`src/rtl/thermo_code_gen_pkg.sv`:
```
// Shared encodings for the thermometer-code generator.
// Mode and FSM state types used by the top and the bench.
package thermo_code_gen_pkg;

    localparam logic MODE_SINGLE = 1'b0;
    localparam logic MODE_SWEEP  = 1'b1;

    typedef enum logic [1:0] {
        S_IDLE = 2'd0,
        S_EMIT = 2'd1,
        S_ADV  = 2'd2,
        S_FIN  = 2'd3
    } state_t;

endpackage

```
`src/rtl/thermo_code_gen_if.sv`:
```
// Command and code-stream bundle for the thermometer-code generator.
// master drives commands and code_ready, slave is the generator.
interface thermo_code_gen_if #(
    parameter int NUM_FF    = 64,
    parameter int BITS_DECO = 8,
    parameter int HOLD_W    = 4
);
    logic                 cmd_valid;
    logic                 cmd_ready;
    logic                 cmd_mode;
    logic [BITS_DECO-1:0] cmd_bin;
    logic                 cmd_bubble;
    logic [HOLD_W-1:0]    cmd_hold;
    logic [NUM_FF-1:0]    code_out;
    logic [BITS_DECO-1:0] code_bin;
    logic                 code_valid;
    logic                 code_ready;

    modport master (
        output cmd_valid, cmd_mode, cmd_bin, cmd_bubble, cmd_hold, code_ready,
        input  cmd_ready, code_out, code_bin, code_valid
    );

    modport slave (
        input  cmd_valid, cmd_mode, cmd_bin, cmd_bubble, cmd_hold, code_ready,
        output cmd_ready, code_out, code_bin, code_valid
    );
endinterface

```
`src/rtl/thermo_code_gen_expand.sv`:
```
// Combinational bin -> thermometer word, ones from bit cur upward.
// Optional bubble clears bit cur+1 when it exists in the word.
module thermo_code_gen_expand #(
    parameter int NUM_FF    = 64,
    parameter int BITS_DECO = 8
) (
    input  logic [BITS_DECO-1:0] cur,
    input  logic                 bubble,
    output logic [NUM_FF-1:0]    word
);
    localparam int W = BITS_DECO + 1;

    logic [W-1:0] cw;
    logic [W-1:0] cw1;

    assign cw  = {1'b0, cur};
    assign cw1 = cw + W'(1);

    for (genvar k = 0; k < NUM_FF; k++) begin : g_bit
        assign word[k] = (W'(k) >= cw) && !(bubble && (W'(k) == cw1));
    end
endmodule

```
`src/rtl/thermo_code_gen.sv`:
```
// Thermometer-code generator: single pattern or sweep to NUM_FF,
// with per-pattern repeat, bubble injection and abort.
module thermo_code_gen
    import thermo_code_gen_pkg::*;
#(
    parameter int NUM_FF    = 64,
    parameter int BITS_DECO = 8,
    parameter int HOLD_W    = 4
) (
    input  logic                clk,
    input  logic                rst,
    thermo_code_gen_if.slave    bus,
    input  logic                abort,
    output logic                busy,
    output logic                done
);
    localparam logic [BITS_DECO-1:0] LAST_BIN = BITS_DECO'(NUM_FF);

    state_t               state_q;
    state_t               state_n;
    logic [BITS_DECO-1:0] cur_q;
    logic [BITS_DECO-1:0] cur_n;
    logic [HOLD_W-1:0]    rep_q;
    logic [HOLD_W-1:0]    hold_q;
    logic                 mode_q;
    logic                 bubble_q;
    logic                 bubble_n;
    logic [NUM_FF-1:0]    word_n;
    logic [NUM_FF-1:0]    code_out_q;
    logic [BITS_DECO-1:0] code_bin_q;
    logic                 accept;
    logic                 beat;
    logic                 last_rep;

    assign accept   = (state_q == S_IDLE) && bus.cmd_valid;
    assign beat     = (state_q == S_EMIT) && bus.code_ready;
    assign last_rep = (rep_q == hold_q);

    always_ff @(posedge clk) begin
        if (rst) state_q <= S_IDLE;
        else     state_q <= state_n;
    end

    always_comb begin
        state_n = state_q;
        unique case (state_q)
            S_IDLE: if (bus.cmd_valid) state_n = S_EMIT;
            S_EMIT: begin
                if (abort)                 state_n = S_FIN;
                else if (beat && last_rep) state_n = S_ADV;
            end
            S_ADV: begin
                if (abort || mode_q == MODE_SINGLE || cur_q == LAST_BIN)
                    state_n = S_FIN;
                else
                    state_n = S_EMIT;
            end
            S_FIN: state_n = S_IDLE;
        endcase
    end

    always_comb begin
        bus.cmd_ready  = 1'b0;
        bus.code_valid = 1'b0;
        busy           = 1'b1;
        done           = 1'b0;
        unique case (state_q)
            S_IDLE: begin
                bus.cmd_ready = ~rst;
                busy          = 1'b0;
            end
            S_EMIT: bus.code_valid = 1'b1;
            S_ADV:  ;
            S_FIN:  done = 1'b1;
        endcase
    end

    // next pattern values, so the word register loads as EMIT is entered
    always_comb begin
        cur_n    = cur_q;
        bubble_n = bubble_q;
        if (accept) begin
            cur_n    = (bus.cmd_bin > LAST_BIN) ? LAST_BIN : bus.cmd_bin;
            bubble_n = bus.cmd_bubble;
        end else if (state_q == S_ADV && state_n == S_EMIT) begin
            cur_n = cur_q + BITS_DECO'(1);
        end
    end

    thermo_code_gen_expand #(
        .NUM_FF    (NUM_FF),
        .BITS_DECO (BITS_DECO)
    ) u_expand (
        .cur    (cur_n),
        .bubble (bubble_n),
        .word   (word_n)
    );

    always_ff @(posedge clk) begin
        if (rst) begin
            cur_q      <= '0;
            rep_q      <= '0;
            hold_q     <= '0;
            mode_q     <= MODE_SINGLE;
            bubble_q   <= 1'b0;
            code_out_q <= '0;
            code_bin_q <= '0;
        end else begin
            cur_q    <= cur_n;
            bubble_q <= bubble_n;
            if (accept) begin
                mode_q <= bus.cmd_mode;
                hold_q <= bus.cmd_hold;
                rep_q  <= '0;
            end else if (beat && !last_rep) begin
                rep_q <= rep_q + HOLD_W'(1);
            end else if (state_q == S_ADV) begin
                rep_q <= '0;
            end
            if (state_n == S_EMIT && state_q != S_EMIT) begin
                code_out_q <= word_n;
                code_bin_q <= cur_n;
            end
        end
    end

    assign bus.code_out = code_out_q;
    assign bus.code_bin = code_bin_q;
endmodule
```
`src/flat_wrapper.sv`:
```
// flat-port wrapper written by rule: the top's interface ports become plain ports
module thermo_code_gen_flat import thermo_code_gen_pkg::*;
#(
    parameter int NUM_FF    = 64,
    parameter int BITS_DECO = 8,
    parameter int HOLD_W    = 4
)
  (clk, rst, abort, busy, done, bus_cmd_valid, bus_cmd_mode, bus_cmd_bin, bus_cmd_bubble, bus_cmd_hold, bus_code_ready, bus_cmd_ready, bus_code_out, bus_code_bin, bus_code_valid);
  thermo_code_gen_if #(.NUM_FF(NUM_FF), .BITS_DECO(BITS_DECO), .HOLD_W(HOLD_W)) bus_i ();
  input  logic clk;
  input  logic rst;
  input  logic abort;
  output logic busy;
  output logic done;
  input wire logic [$bits(bus_i.cmd_valid)-1:0] bus_cmd_valid;
  input wire logic [$bits(bus_i.cmd_mode)-1:0] bus_cmd_mode;
  input wire logic [$bits(bus_i.cmd_bin)-1:0] bus_cmd_bin;
  input wire logic [$bits(bus_i.cmd_bubble)-1:0] bus_cmd_bubble;
  input wire logic [$bits(bus_i.cmd_hold)-1:0] bus_cmd_hold;
  input wire logic [$bits(bus_i.code_ready)-1:0] bus_code_ready;
  output wire logic [$bits(bus_i.cmd_ready)-1:0] bus_cmd_ready;
  output wire logic [$bits(bus_i.code_out)-1:0] bus_code_out;
  output wire logic [$bits(bus_i.code_bin)-1:0] bus_code_bin;
  output wire logic [$bits(bus_i.code_valid)-1:0] bus_code_valid;
  assign bus_i.cmd_valid = bus_cmd_valid;
  assign bus_i.cmd_mode = bus_cmd_mode;
  assign bus_i.cmd_bin = bus_cmd_bin;
  assign bus_i.cmd_bubble = bus_cmd_bubble;
  assign bus_i.cmd_hold = bus_cmd_hold;
  assign bus_i.code_ready = bus_code_ready;
  assign bus_cmd_ready = bus_i.cmd_ready;
  assign bus_code_out = bus_i.code_out;
  assign bus_code_bin = bus_i.code_bin;
  assign bus_code_valid = bus_i.code_valid;
  thermo_code_gen #(.NUM_FF(NUM_FF), .BITS_DECO(BITS_DECO), .HOLD_W(HOLD_W)) u_core (.clk(clk), .rst(rst), .bus(bus_i), .abort(abort), .busy(busy), .done(done));
endmodule
```
`config.mk`:
```
export PLATFORM = sky130hd
export DESIGN_NAME = thermo_code_gen_flat
export DESIGN_NICKNAME = d
export VERILOG_FILES = /design/src/rtl/thermo_code_gen_pkg.sv /design/src/rtl/thermo_code_gen_if.sv /design/src/rtl/thermo_code_gen_expand.sv /design/src/rtl/thermo_code_gen.sv /design/src/flat_wrapper.sv
export SDC_FILE = /design/constraint.sdc
export NUM_CORES = 1
export LEC_CHECK = 0
export ABC_AREA = 0
export BUFFER_PORTS_ARGS = -buffer_cell sky130_fd_sc_hd__clkbuf_2
export CORE_MARGIN = 4
export CORE_UTILIZATION = 40
export DETAILED_ROUTE_END_ITERATION = 7
export GPL_ROUTABILITY_DRIVEN = 0
export HOLD_SLACK_MARGIN = 0.12
export PLACE_DENSITY = 0.66
export SLEW_MARGIN = 20
export SYNTH_ARGS = -nofsm -noshare
export SYNTH_HDL_FRONTEND = slang
export SYNTH_HIERARCHICAL = 1
export SYNTH_SLANG_ARGS = --single-unit
```
`constraint.sdc`:
```
create_clock -name clk -period 4.3 [get_ports clk]
set_clock_uncertainty 0.2 [all_clocks]
set_input_delay 1.29 -clock clk [delete_from_list [all_inputs] [get_ports clk]]
set_output_delay 1.29 -clock clk [all_outputs]
set_load 0.05 [all_outputs]
```
==> run_results.csv, run 1 <==
group,metric,value,unit
grt,grt_pass1_vias,4333,
final_layout,antenna_cells,0,
clocking,clock_latency,0.33,ns
setup_path,cp.arrival,3.75,ns
clocking,holdBufCountCts,0,
drt,wirelength,12.9,mm
floorplan,io_pins,95,
setup_path,crit_end,"u_core/bus.code_out[0]",
setup_path,required,4.36,ns
sta,rsz0062_at_grt,"false",
clocking,root_buffer,"clkbuf_16",
setup_path,crit_chain,"clkbuf_2 -> nand4bb_1 -> buf_4 -> nor3_1 -> xnor2_1 -> nor2_1 -> or3_1 -> or2_1 -> nor4b_4 -> nand2_1 -> a21oi_1",
power,clkPwrFrac,29.5,%
placement,port_buffers,94,
power,pwr-share-comb,33.5,%
power,p_per_area,491,nW/µm²
setup_path,reg2reg_to,"u_core/bus.code_out[20]",
final_layout,final_cell_mix,"nand2_1, a21oi_1, clkbuf_2, dfxtp_1, nor2_1",
placement,dpl.hpwl,9.16,mm
sta,maxSlewViolCount,0,
synthesis,synthArstFlopShare,0,%
synthesis,synth_edf_count,0,
sta,period_share,85.8,%
floorplan,die-height,115,µm
clocking,path_clk_slew,0.06,ns
clocking,cts_num_sinks,92,
final_layout,fin_nets,727,
power,swShare,38.4,%
drt,vias,4620,
final_layout,layout_commonest_cell,"nand2_1",
drt,drc,0,
run_status,status,"complete, no violations",
grt,antenna_found_initial,0,
sta,setup-violations-final,0,
grt,grt_start_max_net_pins,89,
synthesis,ys_seq_area_share,39.9,%
drt,drt_iter0_markers,541,
clocking,htree_levels,3,
setup_path,critPathKind,"in -> reg",
setup_path,start_kind,"input pin",
grt,grt_overflow,0,
drt,drt_first_pass_iters,5,
floorplan,die_w,115,µm
sta,period_needed,3.69,ns
setup_path,rrSetupSlack,1.06,ns
synthesis,yosysWarnings,6,
setup_path,r2r_cells,12,
setup_path,path_max_fanout,17,
synthesis,ys.flop_type,"dfxtp_1",
floorplan,start_util,41.6,%
drt,postRouteAntennaNets,0,
flow_run,max_cap_violations,0,
final_layout,fill_cells,1121,
synthesis,synth_nets,647,
clocking,cts_made_buffers,9,
final_layout,final_util,49.7,%
clocking,cts_tree,"yes",
synthesis,synth_seq_cells,92,
setup_path,cpPeakStageDelay,0.44,ns
floorplan,core,11100,µm²
final_layout,area_delta_synth_final,19.3,%
power,power_leakage,0.00229,µW
sta,hold_viol,0,
floorplan,num_rows,38,
clocking,cts.path.max_buffers,2,
power,power.switching,1040,µW
setup_path,critPathCaptureType,"register",
grt,grt_pass1_wl,21.1,mm
final_layout,multi_input_area,2460,µm²
synthesis,syn-instance-count,625,
final_layout,ff_latch_area,1840,µm²
power,p_seq_share,37.0,%
sta,tightest_slew,0.925,ns
clocking,post_cts_buffers,0,
sta,clock.fmax,271,MHz
power,vdd_ir_drop_max,0.210,mV
synthesis,ys_types,62,
clocking,cts_resized,0,
synthesis,syn_area_per_cell,7.38,µm²
worst_hold_path,hold_class,"reg -> reg",
synthesis,synth_area,4610,µm²
sta,tns,0,ns
grt,track_usage,19.6,%
floorplan,die_area,13300,µm²
setup_path,slowest_stage,"or2_1",
drt,wire_per_inst,15.2,µm
power,internal-power,1660,µW
setup_path,critPathLaunch,"abort",
sta,slew_headroom,38.3,%
setup_path,r2r_start,"u_core/cur_q[0]",
final_layout,layout-drive-gt1-share,22.4,%
drt,via_per_inst,5.44,
kinds of logic (layout without fill, tap and decap cells):
kind of cell / Yosys count / after routing / share of synthesized area [%]
xor+xnor: 6 / 6 / 1.14
flops: 92 / 92 / 39.9
fa+ha+maj: 3 / 3 / 0.814
simple gates: 285 / 285 / 28.0
buf+inv: 61 / 146 / 6.84
compound gates: 174 / 174 / 22.4
mux: 4 / 4 / 0.896
layer usage:
metal	vias up	wire length, µm	track usage, %
li1	2282	-	-
met5	-	0	0
met2	191	5620	29.4
met3	34	932	3.68
met4	0	334	7.98
met1	2113	6040	27.6
worst min-delay path by stage:
stage | start | end | slack, ns | depth (start not counted)
after floorplan | u_core/bubble_q | u_core/bubble_q | 0.24 | 2
after global placement | u_core/bus.code_out[58] | u_core/bus.code_out[58] | 0.24 | 2
after detailed placement | u_core/bus.code_out[42] | u_core/bus.code_out[42] | 0.24 | 2
after CTS | u_core/bus.code_out[13] | u_core/bus.code_out[13] | 0.25 | 2
after global routing | u_core/bus.code_out[46] | u_core/bus.code_out[46] | 0.27 | 2
final | u_core/bus.code_out[47] | u_core/bus.code_out[47] | 0.25 | 2
power groups by stage:
stage	registers [µW]	logic [µW]	clock network (µW)
after floorplan	1270	450	0
after global placement	1020	891	0
after detailed placement	1020	896	0
after CTS	1000	901	813
after global routing	1010	974	856
final	1000	905	795
registers in the layout, indices dropped and copies added, names as in the netlist:
| name | flops |
|---|---|
| u_core/state_q | 2 |
| u_core/bus.code_out | 64 |
| u_core/cur_q | 8 |
| u_core/hold_q | 4 |
| u_core/mode_q | 1 |
| u_core/bus.code_bin | 8 |
| u_core/bubble_q | 1 |
| u_core/rep_q | 4 |
critical path: cells and delay by family:
kind	cells	cell delay, ns
and+or+nand+nor	7	1.80
buffers and inverters	2	0.32
xor gates and xnor gates	1	0.20
AOI/OAI and AO/OA	1	0.13
cell usage after synthesis, types with 6 or more instances:
master,n,area (µm²)
buf_2,10,50.1
inv_1,8,30.0
dfxtp_1,92,1840
nand2_1,170,638
o21ai_0,14,70.1
a31oi_1,10,62.6
nand2b_1,7,43.8
buf_4,9,67.6
nor3_1,9,45.0
clkbuf_1,26,97.6
nand3_1,12,60.1
a21oi_1,113,566
nor2b_1,6,37.5
nor2_1,48,180
metrics by stage:
step / hold slack [ns] / power [µW] / setup slack, ns / cell area, µm² / std cells
after detailed placement: 0.244 / 1910 / 0.294 / 5200 / 834
final: 0.249 / 2700 / 0.612 / 5500 / 850
after floorplan: 0.244 / 1720 / 0.499 / 4610 / 625
after global placement: 0.240 / 1910 / 0.323 / 5200 / 834
after global routing: 0.273 / 2840 / 0.399 / 5500 / 850
after CTS: 0.252 / 2710 / 0.642 / 5500 / 850
final cells by class:
cell class                      instances  share of cell area, %
Clock buffer                           12                   4.66
Clock inverter                          4                  0.864
Inverter                                8                  0.546
Multi-Input combinational cell        472                   44.7
Sequential cell                        92                   33.5
Tap cell                              140                   3.18
Timing Repair Buffer                  122                   12.6
(Power assumes the default switching activity.)
==> run 2, diff against run 1 <==
--- a/config.mk
+++ b/config.mk
@@ -7,7 +7,7 @@
 export LEC_CHECK = 0
 export ABC_AREA = 0
 export BUFFER_PORTS_ARGS = -buffer_cell sky130_fd_sc_hd__clkbuf_2
-export CORE_MARGIN = 4
+export CORE_MARGIN = 2
 export CORE_UTILIZATION = 40
 export DETAILED_ROUTE_END_ITERATION = 7
 export GPL_ROUTABILITY_DRIVEN = 0
==> run 2 against run 1 <==
  * First-iteration DRC count shrank 16%
  * Clock power rose by 10%
  * Via count shrank 0.45%
  * Final cell count rose by 0.24%
  * Wire length rose by 0.47%
  * Sequential share of layout area shrank 0.13 points
  * Maximum frequency is 6.5% lower
  * Register-to-register slack got worse by 0.16 ns
  * Non-clock buffer count fell by 1
  * Critical path type unchanged
  * Critical endpoint unchanged
  * Largest power group unchanged
==> run_results.csv, run 2 (synthesis gave the netlist of run 1 again) <==
group,metric,value,unit
power,swShare,38.1,%
sta,slew_headroom,37.4,%
power,p_seq_share,35.8,%
setup_path,crit_family,"simple AND/OR/NAND/NOR gates",
power,vdd_ir_drop_max,0.365,mV
drt,wire_per_inst,15.2,µm
sta,hold_viol,0,
clocking,root_buffer,"clkbuf_16",
setup_path,cp.arrival,4.02,ns
grt,grt_overflow,0,
run_status,status,"complete, no violations",
setup_path,critPathCaptureType,"register",
power,power.total,2790,µW
power,internal-power,1730,µW
grt,antenna_found_initial,0,
clocking,post_cts_buffers,0,
floorplan,die_area,12400,µm²
sta,whs,0.247,ns
sta,maxSlewViolCount,0,
placement,dpl.hpwl,9.12,mm
drt,via_per_inst,5.40,
sta,tns,0,ns
power,p_per_area,505,nW/µm²
sta,clock.fmax,253,MHz
sta,period_needed,3.95,ns
grt,grt_start_max_net_pins,89,
power,clkPwrFrac,31.4,%
final_layout,area_delta_synth_final,19.8,%
clocking,cts_tree,"yes",
power,power_leakage,0.00230,µW
setup_path,critPathKind,"in -> reg",
setup_path,cpPeakStageDelay,0.46,ns
floorplan,core,11300,µm²
floorplan,num_rows,39,
drt,drt_iter0_markers,454,
drt,vias,4599,
floorplan,start_util,40.7,%
worst_hold_path,worstHoldStart,"u_core/bus.code_out[11]",
sta,rsz0062_at_grt,"false",
final_layout,final_util,48.8,%
floorplan,io_pins,95,
worst_hold_path,hold_class,"reg -> reg",
clocking,holdBufCountCts,0,
grt,grt_pass1_vias,4334,
setup_path,slowest_stage,"or2_1",
final_layout,largest_register_ffs,64,
flow_run,max_cap_violations,0,
setup_path,crit_chain,"clkbuf_2 -> nand4bb_1 -> nor2_1 -> nand3_1 -> a311oi_1 -> inv_1 -> or3_1 -> or2_1 -> nor4b_4 -> nand2_1 -> a21oi_1",
final_layout,layout-drive-gt1-share,22.1,%
clocking,clock_latency,0.35,ns
floorplan,die_w,111,µm
sta,setup-violations-final,0,
clocking,cts_num_sinks,92,
drt,drc,0,
final_layout,antenna_cells,0,
power,power.switching,1060,µW
clocking,htree_levels,3,
clocking,cts.path.max_buffers,2,
drt,wirelength,13.0,mm
drt,drt_first_pass_iters,5,
setup_path,required,4.37,ns
placement,placed_cells,836,
placement,port_buffers,94,
sta,tightest_slew,0.940,ns
setup_path,start_kind,"input pin",
clocking,path_clk_slew,0.06,ns
final_layout,final_cell_mix,"nand2_1, a21oi_1, clkbuf_2, dfxtp_1, nor2_1",
final_layout,layout_commonest_cell,"nand2_1",
power,pwr-share-comb,32.8,%
grt,track_usage,20.9,%
setup_path,path_max_fanout,17,
clocking,cts_resized,0,
setup_path,r2r_start,"u_core/state_q[1]",
floorplan,die-height,111,µm
sta,period_share,91.7,%
grt,grt_pass1_wl,21.4,mm
clocking,cts_made_buffers,9,
drt,postRouteAntennaNets,0,
final_layout,fin_nets,726,
setup_path,critPathLaunch,"abort",
final_layout,final_cells,852,
setup_path,worst-path-buf-inv,2,
[run 2: changes by cell type in the layout (fill, tap and decap cells not counted)]
cell	delta
buf_4	-1
bufinv_16	+1
clkbuf_1	+1
clkinv_2	-2
clkinv_4	+1
clkinvlp_4	-1
[run 2: layout make-up]
cell class	count	area (µm²)
clock buffer	13	260
clock inverter	3	68.8
fill	1135	5800
inverter	8	30.0
multi-input combinational	472	2460
sequential	92	1840
tap	143	179
timing repair buffer	121	686
[run 2: worst reg2reg max path: cells and delay by family, from the launching register on]
kind | cells | cell delay (ns)
DFF | 1 | 0.52
buffers and inverters | 1 | 0.09
and+or+nand+nor | 7 | 2.01
AOI/OAI and AO/OA | 2 | 0.50
[run 2: final timing paths]
kind | endpoint | slack (ns) | cells past startpoint
setup / recovery | u_core/bus.code_out[0] | 0.35 | 11
hold / removal | u_core/bus.code_out[11] | 0.25 | 2
setup reg to reg | u_core/bus.code_out[0] | 0.90 | 10
hold reg to reg | u_core/bus.code_out[11] | 0.25 | 2
[run 2: per-layer routing]
layer  share of wire [%]  vias up  GRT usage, %
met1                  48     2153          29.3
met2                  45      158          32.0
met3                 6.2       16          5.33
met5                   0        -             0
met4                 1.3        0          6.01
li1                    -     2272             -
[run 2: stage by stage]
step                      area [µm²]  setup slack, ns
final                           5520            0.355
after global routing            5520            0.163
after CTS                       5520            0.402
after detailed placement        5190           0.0394
after global placement          5190            0.131
after floorplan                 4610            0.499
[run 2: power by group through the flow]
stage	clock network (µW)	logic (µW)	registers, µW
final	877	915	999
after global routing	916	986	1010
after CTS	891	908	1000
after detailed placement	0	904	1020
after global placement	0	902	1020
after floorplan	0	450	1270
==> run 3, diff against run 2 <==
--- a/config.mk
+++ b/config.mk
@@ -13,6 +13,7 @@
 export GPL_ROUTABILITY_DRIVEN = 0
 export HOLD_SLACK_MARGIN = 0.12
 export PLACE_DENSITY = 0.66
+export RECOVER_POWER = 100
 export SLEW_MARGIN = 20
 export SYNTH_ARGS = -nofsm -noshare
 export SYNTH_HDL_FRONTEND = slang
==> run 3 against run 2 <==
  * The run now ends with capacitance limit, slew limit left
  * Critical endpoint is now u_core/bus.code_out[26]
  * Utilization decreased by 1.2 points
  * Clock power barely moved
  * Maximum frequency down 2.3%
  * Sequential share of layout area grew 0.86 points
  * Non-clock buffer count did not move
  * Sequential power about the same
  * Critical path type unchanged
  * Register-to-register slack lost 0.08 ns
  * Via count stayed put
  * Setup slack lost 0.091 ns
  * Power shrank 1.2%
==> run_results.csv, run 3 (synthesis gave the netlist of run 1 again) <==
group,metric,value,unit
sta,tns,0,ns
floorplan,core,11300,µm²
final_layout,area_delta_synth_final,16.8,%
setup_path,crit_chain,"clkbuf_1 -> nand4bb_1 -> a21oi_2 -> nor2_1 -> a21oi_1 -> o21ai_0 -> buf_4 -> nor2_1 -> buf_4 -> nand2_1 -> o22ai_1 -> a21oi_1 -> nand2_1 -> a21oi_1",
clocking,cts_num_sinks,92,
grt,track_usage,20.9,%
setup_path,critPathKind,"in -> reg",
final_layout,final_cells,852,
setup_path,cpPeakStageDelay,0.43,ns
sta,hold_viol,0,
clocking,clock_latency,0.35,ns
final_layout,ff_latch_area,1840,µm²
drt,wirelength,13.0,mm
setup_path,rrSetupSlack,0.82,ns
setup_path,critPathLaunch,"abort",
placement,port_buffers,94,
clocking,cts_resized,0,
final_layout,layout_commonest_cell,"nand2_1",
final_layout,largest_register_ffs,64,
final_layout,multi_input_area,2440,µm²
sta,period_share,93.9,%
grt,grt_overflow,0,
setup_path,r2r_start,"u_core/state_q[1]",
power,power_leakage,0.00202,µW
drt,via_per_inst,5.40,
run_status,status,"finished, violations left",
setup_path,required,4.25,ns
placement,dpl.hpwl,9.12,mm
worst_hold_path,worstHoldStart,"u_core/bus.code_out[11]",
final_layout,fin_nets,726,
sta,setup-violations-final,0,
clocking,cts_tree,"yes",
clocking,htree_levels,3,
final_layout,fill_cells,1193,
drt,wire_per_inst,15.3,µm
sta,tightest_slew,1.79,ns
clocking,holdBufCountCts,0,
drt,postRouteAntennaNets,0,
drt,vias,4599,
clocking,cts_made_buffers,9,
power,power.total,2760,µW
floorplan,io_pins,95,
drt,drt_iter0_markers,420,
sta,maxSlewViolCount,89,
drt,drc,0,
sta,period_needed,4.04,ns
setup_path,critPathCaptureType,"register",
floorplan,die_area,12400,µm²
grt,grt_start_max_net_pins,89,
run_status,violations,"capacitance limit, slew limit",
setup_path,crit_family,"compound AO/OA/AOI/OAI gates",
grt,grt_pass1_vias,4334,
sta,clock.fmax,248,MHz
power,vdd_ir_drop_max,0.358,mV
setup_path,start_kind,"input pin",
floorplan,start_util,40.7,%
setup_path,worst-path-buf-inv,3,
setup_path,cp.arrival,3.98,ns
sta,rsz0062_at_grt,"false",
floorplan,num_rows,39,
clocking,post_cts_buffers,0,
final_layout,layout-drive-gt1-share,9.87,%
setup_path,cpMostUsedCell,"a21oi_1",
sta,whs,0.247,ns
clocking,path_clk_slew,0.06,ns
floorplan,die-height,111,µm
sta,slew_headroom,-19.1,%
final_layout,final_cell_mix,"nand2_1, a21oi_1, dfxtp_1, clkbuf_1, nor2_1",
grt,antenna_found_initial,0,
clocking,root_buffer,"clkbuf_16",
setup_path,slowest_stage,"nand4bb_1",
flow_run,max_cap_violations,1,
final_layout,antenna_cells,0,
placement,placed_cells,836,
drt,drt_first_pass_iters,5,
worst_hold_path,hold_class,"reg -> reg",
floorplan,die_w,111,µm
setup_path,path_max_fanout,15,
clocking,cts.path.max_buffers,2,
power,p_per_area,512,nW/µm²
grt,grt_pass1_wl,21.4,mm
[run 3: cell types whose count changed in the layout (fill, tap and decap cells not counted), moves of 2 or more]
cell	change
buf_4	-8
clkbuf_1	+83
clkbuf_2	-77
clkbuf_4	+2
or2_0	+2
[run 3: metrics by stage]
step                utilization (%)  worst slack [ns]  area, µm²
floorplan                         -             0.499       4610
global placement               45.9             0.131       5190
detailed placement             45.9            0.0394       5190
CTS                            48.8             0.402       5520
global route                   47.6            0.0998       5390
finish                         47.6             0.264       5390
[run 3: layout make-up]
class                           instances  share of cell area [%]
Clock inverter                          3                    1.28
Inverter                                8                   0.558
Tap cell                              143                    3.32
Multi-Input combinational cell        472                    45.3
Sequential cell                        92                    34.2
Clock buffer                           13                    4.83
Timing Repair Buffer                  121                    10.5
[run 3: final timing paths]
path                                           endpoint  cells after the start
worst max-delay path            u_core/bus.code_out[26]                     14
worst min-delay path            u_core/bus.code_out[11]                      2
worst max register to register  u_core/bus.code_out[26]                     13
worst min register to register  u_core/bus.code_out[11]                      2
[run 3: power by group]
part / internal [µW] / leakage (µW) / total [µW] / switching [µW]
sequential: 941 / 0.000754 / 1000 / 58.5
clock: 543 / 0.000160 / 874 / 331
combinational: 217 / 0.00110 / 884 / 667
total: 1700 / 0.00202 / 2760 / 1060
[run 3: worst reg2reg max path: cells and delay by family (launching register included)]
family,cells,cell delay (ns)
compound gates,6,1.15
simple gates,5,1.01
flops,1,0.53
buf+inv,2,0.41
[run 3: metal layers]
layer | vias to the layer above | track usage [%] | part of all wire (%)
met2 | 173 | 32.0 | 45
li1 | 2272 | - | -
met4 | 0 | 6.01 | 1.2
met3 | 11 | 5.33 | 6.1
met5 | - | 0 | 0
met1 | 2143 | 29.3 | 48
